`config.mk`:
```
export PLATFORM = sky130hd
export DESIGN_NAME = seq_alu
export DESIGN_NICKNAME = d
export VERILOG_FILES = /design/src/rtl/calc_pkg.sv /design/src/rtl/seq_muldiv_iter.sv /design/src/rtl/seq_alu.sv
export SDC_FILE = /design/constraint.sdc
export NUM_CORES = 1
export LEC_CHECK = 0
export CAP_MARGIN = 20
export CORE_UTILIZATION = 57
export CTS_BUF_LIST = sky130_fd_sc_hd__clkbuf_2 sky130_fd_sc_hd__clkbuf_4 sky130_fd_sc_hd__clkbuf_8
export CTS_CLUSTER_SIZE = 25
export DETAILED_ROUTE_END_ITERATION = 12
export PLACE_DENSITY = 0.8
export SLEW_MARGIN = 25
export SYNTH_ARGS = -nofsm -noshare
export SYNTH_HDL_FRONTEND = slang
export SYNTH_HIERARCHICAL = 1
export SYNTH_SLANG_ARGS = --single-unit
```
`constraint.sdc`:
```
create_clock -name clk -period 3.5 [get_ports clk]
set_clock_uncertainty 0.15 [all_clocks]
set_input_delay 0.35 -clock clk [delete_from_list [all_inputs] [get_ports clk]]
set_output_delay 0.35 -clock clk [all_outputs]
set_load 0.02 [all_outputs]
```
`src/rtl/calc_pkg.sv`:
```
// Shared ALU opcodes, FSM states and width for gencon and seq_alu.
package calc_pkg;
  localparam int CALC_WIDTH = 16;

  typedef enum logic [1:0] {
    OP_ADD,
    OP_SUB,
    OP_MUL,
    OP_DIV
  } alu_op_t;

  typedef enum logic [1:0] {
    IDLE,
    CALC,
    DONE
  } alu_state_t;
endpackage

```
`src/rtl/seq_muldiv_iter.sv`:
```
// Unsigned WIDTH-step shift-add multiplier / restoring divider.
// One shared accumulator: {hi, lo} is {partial, multiplier} or {rem, quotient}.
module seq_muldiv_iter
  import calc_pkg::*;
#(
  parameter int WIDTH = CALC_WIDTH
) (
  input  logic               clk,
  input  logic               reset,
  input  logic               load,
  input  logic               mode,
  input  logic [WIDTH-1:0]   mag_a,
  input  logic [WIDTH-1:0]   mag_b,
  output logic [2*WIDTH-1:0] prod_quo,
  output logic [WIDTH-1:0]   rem,
  output logic               done
);
  localparam int CW = $clog2(WIDTH) + 1;

  logic [2*WIDTH-1:0] acc_q, acc_d;
  logic [WIDTH-1:0]   b_q, b_d;
  logic               mode_q, mode_d;
  logic               act_q, act_d;
  logic [CW-1:0]      cnt_q, cnt_d;

  logic [WIDTH:0] hi_sum;
  logic [WIDTH:0] top;
  logic [WIDTH:0] top_sub;
  logic           last;

  assign last = (cnt_q == CW'(WIDTH - 1));

  always_comb begin
    acc_d  = acc_q;
    b_d    = b_q;
    mode_d = mode_q;
    act_d  = act_q;
    cnt_d  = cnt_q;
    hi_sum = {1'b0, acc_q[2*WIDTH-1:WIDTH]}
           + (acc_q[0] ? {1'b0, b_q} : '0);
    top     = acc_q[2*WIDTH-1:WIDTH-1];
    top_sub = top - {1'b0, b_q};
    if (load) begin
      acc_d  = {{WIDTH{1'b0}}, mag_a};
      b_d    = mag_b;
      mode_d = mode;
      act_d  = 1'b1;
      cnt_d  = '0;
    end else if (act_q) begin
      if (mode_q) begin
        // no borrow means the shifted remainder covers the divisor
        if (!top_sub[WIDTH])
          acc_d = {top_sub[WIDTH-1:0], acc_q[WIDTH-2:0], 1'b1};
        else
          acc_d = {top[WIDTH-1:0], acc_q[WIDTH-2:0], 1'b0};
      end else begin
        acc_d = {hi_sum, acc_q[WIDTH-1:1]};
      end
      if (last) begin
        act_d = 1'b0;
        cnt_d = '0;
      end else begin
        cnt_d = cnt_q + 1'b1;
      end
    end
  end

  always_ff @(posedge clk or posedge reset) begin
    if (reset) begin
      acc_q  <= '0;
      b_q    <= '0;
      mode_q <= 1'b0;
      act_q  <= 1'b0;
      cnt_q  <= '0;
    end else begin
      acc_q  <= acc_d;
      b_q    <= b_d;
      mode_q <= mode_d;
      act_q  <= act_d;
      cnt_q  <= cnt_d;
    end
  end

  assign done     = act_q && last;
  assign prod_quo = mode_q ? {{WIDTH{1'b0}}, acc_q[WIDTH-1:0]} : acc_q;
  assign rem      = acc_q[2*WIDTH-1:WIDTH];
endmodule

```
`src/rtl/seq_alu.sv`:
```
// Multi-cycle signed ADD/SUB/MUL/DIV unit downstream of gencon.
// Optional ALU_REM_EN adds the signed DIV remainder output ALU_rem.
module seq_alu
  import calc_pkg::*;
#(
  parameter int WIDTH = CALC_WIDTH
) (
  input  logic             clk,
  input  logic             reset,
  input  logic             start_calc,
  input  logic [1:0]       alu_op,
  input  logic [WIDTH-1:0] ALU_in1,
  input  logic [WIDTH-1:0] ALU_in2,
  output logic [WIDTH-1:0] ALU_out,
  output logic             ALU_finish,
  output logic             busy,
  output logic             overflow,
  output logic             div_zero
`ifdef ALU_REM_EN
  ,
  output logic [WIDTH-1:0] ALU_rem
`endif
);
  alu_state_t       state_q, state_d;
  alu_op_t          op_q, op_d;
  logic [WIDTH-1:0] a_q, a_d, b_q, b_d;
  logic [WIDTH-1:0] out_q, out_d;
  logic             load_q, load_d;
  logic             busy_q, busy_d;
  logic             fin_q, fin_d;
  logic             ovf_q, ovf_d;
  logic             dz_q, dz_d;

  logic [WIDTH:0]     a_mag_w, b_mag_w;
  logic [2*WIDTH-1:0] it_prod;
  logic [WIDTH-1:0]   it_rem;
  logic               it_done;
  logic               b_zero, neg, short_op;

  logic [WIDTH:0]     sum_w, dif_w, quo_s;
  logic [2*WIDTH-1:0] prod_s;
  logic [WIDTH-1:0]   res_out, res_rem;
  logic               res_ovf, res_dz;
  logic               unused_bits;

  assign b_zero   = (b_q == '0);
  assign neg      = a_q[WIDTH-1] ^ b_q[WIDTH-1];
  assign short_op = !op_q[1] || (op_q == OP_DIV && b_zero);

  // -2^(WIDTH-1) only has a magnitude in WIDTH+1 bits
  assign a_mag_w = a_q[WIDTH-1] ? -{a_q[WIDTH-1], a_q} : {a_q[WIDTH-1], a_q};
  assign b_mag_w = b_q[WIDTH-1] ? -{b_q[WIDTH-1], b_q} : {b_q[WIDTH-1], b_q};

  seq_muldiv_iter #(.WIDTH(WIDTH)) u_iter (
    .clk      (clk),
    .reset    (reset),
    .load     (load_q),
    .mode     (op_q == OP_DIV),
    .mag_a    (a_mag_w[WIDTH-1:0]),
    .mag_b    (b_mag_w[WIDTH-1:0]),
    .prod_quo (it_prod),
    .rem      (it_rem),
    .done     (it_done)
  );

  always_comb begin
    res_out = '0;
    res_rem = '0;
    res_ovf = 1'b0;
    res_dz  = 1'b0;
    sum_w   = {a_q[WIDTH-1], a_q} + {b_q[WIDTH-1], b_q};
    dif_w   = {a_q[WIDTH-1], a_q} - {b_q[WIDTH-1], b_q};
    prod_s  = neg ? -it_prod : it_prod;
    quo_s   = neg ? -{1'b0, it_prod[WIDTH-1:0]}
                  : {1'b0, it_prod[WIDTH-1:0]};
    unique case (op_q)
      OP_ADD: begin
        res_out = sum_w[WIDTH-1:0];
        res_ovf = sum_w[WIDTH] ^ sum_w[WIDTH-1];
      end
      OP_SUB: begin
        res_out = dif_w[WIDTH-1:0];
        res_ovf = dif_w[WIDTH] ^ dif_w[WIDTH-1];
      end
      OP_MUL: begin
        res_out = prod_s[WIDTH-1:0];
        res_ovf = !((&prod_s[2*WIDTH-1:WIDTH-1])
                 || ~|prod_s[2*WIDTH-1:WIDTH-1]);
      end
      OP_DIV: begin
        if (b_zero) begin
          res_dz = 1'b1;
        end else begin
          res_out = quo_s[WIDTH-1:0];
          res_ovf = quo_s[WIDTH] ^ quo_s[WIDTH-1];
          res_rem = a_q[WIDTH-1] ? -it_rem : it_rem;
        end
      end
      default: res_out = '0;
    endcase
  end

  always_comb begin
    state_d = state_q;
    op_d    = op_q;
    a_d     = a_q;
    b_d     = b_q;
    out_d   = out_q;
    load_d  = 1'b0;
    busy_d  = busy_q;
    fin_d   = 1'b0;
    ovf_d   = ovf_q;
    dz_d    = dz_q;
    unique case (state_q)
      IDLE: begin
        if (start_calc) begin
          op_d    = alu_op_t'(alu_op);
          a_d     = ALU_in1;
          b_d     = ALU_in2;
          ovf_d   = 1'b0;
          dz_d    = 1'b0;
          busy_d  = 1'b1;
          load_d  = alu_op[1] && !(alu_op == OP_DIV && ALU_in2 == '0);
          state_d = CALC;
        end
      end
      CALC: begin
        if (short_op || it_done)
          state_d = DONE;
      end
      DONE: begin
        out_d   = res_out;
        ovf_d   = res_ovf;
        dz_d    = res_dz;
        fin_d   = 1'b1;
        busy_d  = 1'b0;
        state_d = IDLE;
      end
      default: state_d = IDLE;
    endcase
  end

  always_ff @(posedge clk or posedge reset) begin
    if (reset) begin
      state_q <= IDLE;
      op_q    <= OP_ADD;
      a_q     <= '0;
      b_q     <= '0;
      out_q   <= '0;
      load_q  <= 1'b0;
      busy_q  <= 1'b0;
      fin_q   <= 1'b0;
      ovf_q   <= 1'b0;
      dz_q    <= 1'b0;
    end else begin
      state_q <= state_d;
      op_q    <= op_d;
      a_q     <= a_d;
      b_q     <= b_d;
      out_q   <= out_d;
      load_q  <= load_d;
      busy_q  <= busy_d;
      fin_q   <= fin_d;
      ovf_q   <= ovf_d;
      dz_q    <= dz_d;
    end
  end

  assign ALU_out    = out_q;
  assign ALU_finish = fin_q;
  assign busy       = busy_q;
  assign overflow   = ovf_q;
  assign div_zero   = dz_q;

`ifdef ALU_REM_EN
  logic [WIDTH-1:0] rem_q;

  always_ff @(posedge clk or posedge reset) begin
    if (reset)
      rem_q <= '0;
    else if (state_q == DONE)
      rem_q <= res_rem;
  end

  assign ALU_rem     = rem_q;
  assign unused_bits = ^{a_mag_w[WIDTH], b_mag_w[WIDTH]};
`else
  assign unused_bits = ^{a_mag_w[WIDTH], b_mag_w[WIDTH], res_rem};
`endif
endmodule
```
After elaboration in Yosys (flattened, before gate mapping)
Index checks and enable logic that the tools add are counted.

Bits in registers: 112.

$add $sub $neg: 9. Equality and inequality tests: 9. Muxes and demuxes: 33. Bitwise logic cells: 4. Reduce and logical (&&, ||, !) cells: 22.

Operators by type and width (number): 32-bit 2-to-1 mux (6); 16-bit 2-to-1 mux (4); 16-bit one-hot mux with 4 select lines (1); 16-bit logical NOT (2); 16-bit negator (2); 32-bit negator (1); 16-bit by 16-bit adder with 17-bit output (1); 16-bit by 17-bit adder with 17-bit output (1); 17-bit 2-to-1 mux (1); 16-bit negator with 17-bit output (1); 17-bit AND reduction (1); 17-bit OR reduction (1); 16-bit by 16-bit subtractor with 17-bit output (1); 17-bit by 16-bit subtractor with 17-bit output (1); 5-bit 2-to-1 mux (3); 1-bit 2-to-1 mux (11); 2-bit == test, second input constant (4); 1-bit one-hot mux with 2 select lines (3); 2-bit AND reduction (3); 5-bit by 1-bit adder with 5-bit output, second input constant (1); 5-bit by 4-bit == test with 1-bit output, second input constant (1); 2-bit by 1-bit == test with 1-bit output, second input constant (2); 1-bit logical AND (4); 1-bit logical NOT (4); 8 further kinds (17).

Logic depth before layout (Yosys ltp)
Depth in word-level cells: 9. Gate-level depth with buffers: 14.

By module
Netlist, hierarchy kept.

By module, submodules not included: seq_alu (times used 1, cells an instance 666, area each 5401.4 sq um, seq. area each 1426.4 sq um); seq_muldiv_iter (times used 1, cells an instance 565, area each 4543.1 sq um, seq. area each 1376.3 sq um).

Worst setup path before layout
No wires, ideal clock.

Path kind: reg-to-reg. From: register u_iter.mode_q. To: register ovf_q (netlist: overflow). Library setup time: 0.087 ns. Arrival time: 3.107 ns. Data required time: 3.263 ns. Setup slack: 0.156 ns. Cell stages (with the launch flop): 14. Period minus slack after synthesis: 3.344 ns. Path through: dfrtp_1 -> clkbuf_1 -> clkbuf_1 -> nor2b_1 -> buf_6 -> or4_4 -> nor3_2 -> nand4_1 -> mux2_2 -> a32oi_1 -> nor4_1 -> a221oi_1 -> o21ai_1 -> a22oi_1.

Longest elaborated chain between the ends: 9. Elaborated cells on any way between the ends: 10. Classes of those cells: add/sub: 1; mux: 4; reduce/logical: 5.

Ends and longest elaborated chain: from (decl) (RTL line seq_muldiv_iter.sv:22) `logic mode_q, mode_d;`; from (signal assigned) (RTL line seq_muldiv_iter.sv:78) `mode_q <= mode_d;`; 32-bit 2-to-1 mux * (RTL line seq_muldiv_iter.sv:85) `assign prod_quo = mode_q ? {{WIDTH{1'b0}}, acc_q[WIDTH-1:0]} : acc_q;`; via it_prod[21] (RTL line seq_alu.sv:35) `logic [2*WIDTH-1:0] it_prod;`; 32-bit negator (RTL line seq_alu.sv:73) `prod_s = neg ? -it_prod : it_prod;`; 32-bit 2-to-1 mux * (RTL line seq_alu.sv:73); 17-bit OR reduction (RTL line seq_alu.sv:88) `|| ~|prod_s[2*WIDTH-1:WIDTH-1]);`; 1-bit logical NOT (RTL line seq_alu.sv:88); 1-bit logical OR * (RTL line seq_alu.sv:88); 1-bit logical NOT * (RTL line seq_alu.sv:87) `res_ovf = !((&prod_s[2*WIDTH-1:WIDTH-1])`; 1-bit one-hot mux with 4 select lines * (RTL line seq_alu.sv:76) `unique case (op_q)`; 1-bit one-hot mux with 2 select lines * (RTL line seq_alu.sv:114) `unique case (state_q)`; to (signal assigned) (RTL line seq_alu.sv:164) `ovf_q <= ovf_d;`; to (decl) (RTL line seq_alu.sv:31) `logic ovf_q, ovf_d;`.

The timed path passes the listed nets; every way through them passes the cells marked *. A chain may end at the register's enable or synchronous reset.

==> impl_metrics.csv <==
group,metric,value,unit
status,status,"completed",
setup_path,worstSetupEndpointType,"flop",
sta,worst_slew_pin_slew,0.886,ns
setup_path,crit_type,"reg2reg",
routing,dr.first_iter.drc_count,1091,
logic_synthesis,syn_area_per_cell,8.08,µm²
die,start_util,59.1,%
sta,period_needed,3.33,ns
placement,globalplace.congestion,0.976,
sta,max_slew_margin,40.9,%
grt,grt-ovfl-total,0,
logic_synthesis,synthCells,1231,
sta,setup_viol,0,
die,die_w,134,µm
logic_synthesis,synth_cell_types,84,
layout,num_antenna_cells,0,
clocking,cts_sinks,112,
sta,finalHoldViolCount,0,
sta,rsz0062_at_grt,"false",
placement,place_hpwl,23000,µm
placement,portBuffers,56,
clocking,cts_tree,"done",
sta,finalCritPeriodShare,95.2,%
setup_path,cp_data_arrival_time,3.46,ns
grt,grt_pass1_vias,8982,
routing,firstDrtPassIters,6,
die,core,16800,µm²
die,num_rows,47,
clocking,clk_latency,0.41,ns
setup_path,crit_chain,"inv_1 > ha_1 > nor2b_1 > o31a_1 > o21ai_0 > o21ai_1 > a221o_1 > a21oi_1 > xor2_1 > o311ai_0 > a22oi_1",
logic_synthesis,synth_flop_cell,"dfrtp_1",
run,max_cap_viol_count,0,
clocking,htreeDepth,3,
clocking,clk_pin_slew_worst_paths,0.12,ns
routing,drc,0,
clocking,cts_max_path_buffers,2,
worst_hold_path,hold_path_class,"in2async",
setup_path,required,3.63,ns
layout,drive_above_1_share,8.49,%
logic_synthesis,async_reset_ff_share,100,%
routing,post_drt_wl_per_cell,19.8,µm
setup_path,critPathBufInv,1,
sta,slew_violations,0,
sta,setup-tns-final,0,ns
layout,fin_nets,1388,
setup_path,critPathLaunchType,"flop",
clocking,root_buffer,"clkbuf_8",
sta,fmax,0.300,GHz
setup_path,critPathTopFamily,"compound AO/OA/AOI/OAI gates",
grt,grt_pass1_wl,47900,µm
die,io_pins,57,
grt,grt_max_degree,62,
grt,grt_usage,33.9,%
logic_synthesis,synth_edf_count,0,
routing,wirelength,29800,µm
logic_synthesis,yosysWarnings,6,
die,die_h,134,µm
logic_synthesis,syn_area,9940,µm²
logic_synthesis,synth_seq_area_share,28.2,%
grt,antenna_found_initial,0,
logic_synthesis,syn_nets,1340,
routing,vias,9568,
logic_synthesis,ys_seq_elements,112,
clocking,cts_buffers,9,
setup_path,cp_max_fo,7,
clocking,cts_setup_buffers,0,
routing,drtAntennaViolNets,0,
setup_path,slowest_delay,0.43,ns
die,die_area,18000,µm²
layout,area_growth,11.7,%
setup_path,cp_slowest_cell,"dfrtp_1",
routing,viasPerCell,6.36,
through the flow:
step           cell area, µm²  worst slack (ns)  hold slack (ns)  utilization, %  cells
5_1_grt                 11100           0.00187            0.169            66.0   1504
4_1_cts                 11100            0.0169            0.134            65.9   1504
6_report                11100             0.167            0.133            66.0   1504
3_5_place_dp            10900             0.178            0.329            64.5   1488
2_1_floorplan            9940             0.156            0.317               -   1231
3_3_place_gp            10900             0.226            0.325            64.5   1488
final timing paths:
check | startpoint | endpoint | slack [ns] | cells after the start
min | reset | b_q[7] | 0.13 | 2
min reg2reg | ALU_out[10] | ALU_out[10] | 0.35 | 2
max in group asynchronous | reset | ALU_out[10] | 2.17 | 3
min in group clk | ALU_out[10] | ALU_out[10] | 0.35 | 2
max | b_q[2] | overflow | 0.17 | 11
max reg2reg | b_q[2] | overflow | 0.17 | 11
placed cells by master (no fill, tap or decap), drive strengths merged, types with 25 or more instances in the layout:
cell / n
ha: 68
nor2: 118
buf: 45
mux2i: 25
xnor2: 64
nor3: 34
o21ai: 96
a21oi: 75
dfrtp: 112
clkdlybuf4s50: 56
inv: 71
nand2: 120
cells by family after synthesis:
| family | after synthesis | share of synthesized area (%) |
|---|---|---|
| compound gates | 349 | 23.4 |
| mux | 43 | 4.55 |
| buf+inv | 135 | 5.45 |
| fa+ha+maj | 72 | 9.36 |
| flops | 112 | 28.2 |
| simple gates | 439 | 21.9 |
| xor+xnor | 81 | 7.13 |
area by class of cell:
type                            instances  area, µm²
Multi-Input combinational cell        984       6620
Tap cell                              220        275
Sequential cell                       112       2810
Timing Repair Buffer                  101        898
Inverter                               71        267
Clock inverter                          6        100
Fill cell                            1454       5720
Clock buffer                           10        138
state kept, by name, indices dropped and copies added (netlist names), 2 cells and up:
name and flops:
ALU_out 16, a_q 16, b_q 16, op_q 2
state_q 2, u_iter/acc_q 32, u_iter/b_q 16, u_iter/cnt_q 5
per-layer routing:
metal | vias up | global-route usage, % | routed length (µm)
li1 | 4520 | - | -
met1 | 4514 | 48.1 | 13200
met2 | 486 | 53.9 | 13600
met3 | 48 | 4.61 | 2480
met4 | 0 | 9.55 | 592
met5 | - | 0 | 0
synthesized netlist by cell type (5+ instances only):
master	number	area share, %
clkbuf_1	40	1.5
a41oi_1	5	0.44
buf_1	8	0.30
nor2b_1	24	1.5
and2_1	23	1.4
o21ai_0	90	4.5
o211ai_1	9	0.68
o31ai_1	23	1.7
and3_1	8	0.50
o22ai_1	9	0.57
xor2_1	17	1.5
a21oi_1	73	3.7
buf_2	13	0.65
a31oi_1	13	0.82
o21a_1	22	1.7
ha_1	68	8.6
nor2_1	117	4.4
a21o_1	12	0.91
a211oi_1	6	0.45
inv_1	69	2.6
nand4_1	11	0.69
a22oi_1	6	0.45
nor3_1	32	1.6
mux2i_1	25	2.5
o32ai_1	5	0.44
nor4_1	12	0.75
a221oi_1	6	0.53
mux2_2	18	2.0
nand2b_1	24	1.5
o221ai_1	15	1.3
xnor2_1	64	5.6
or3_1	13	0.82
o21ai_1	6	0.30
dfrtp_1	112	28
nand3_1	24	1.2
nand2_1	120	4.5
repair_timing:
action / CTS / global route
hold buffers: 0 / 0
gates resized for setup: 0 / 5
setup endpoints to repair: 0 / 2
Power is left out: the tool's default activity adds up to more than one toggle a clock period on the data nets, which glitch-free logic cannot reach.
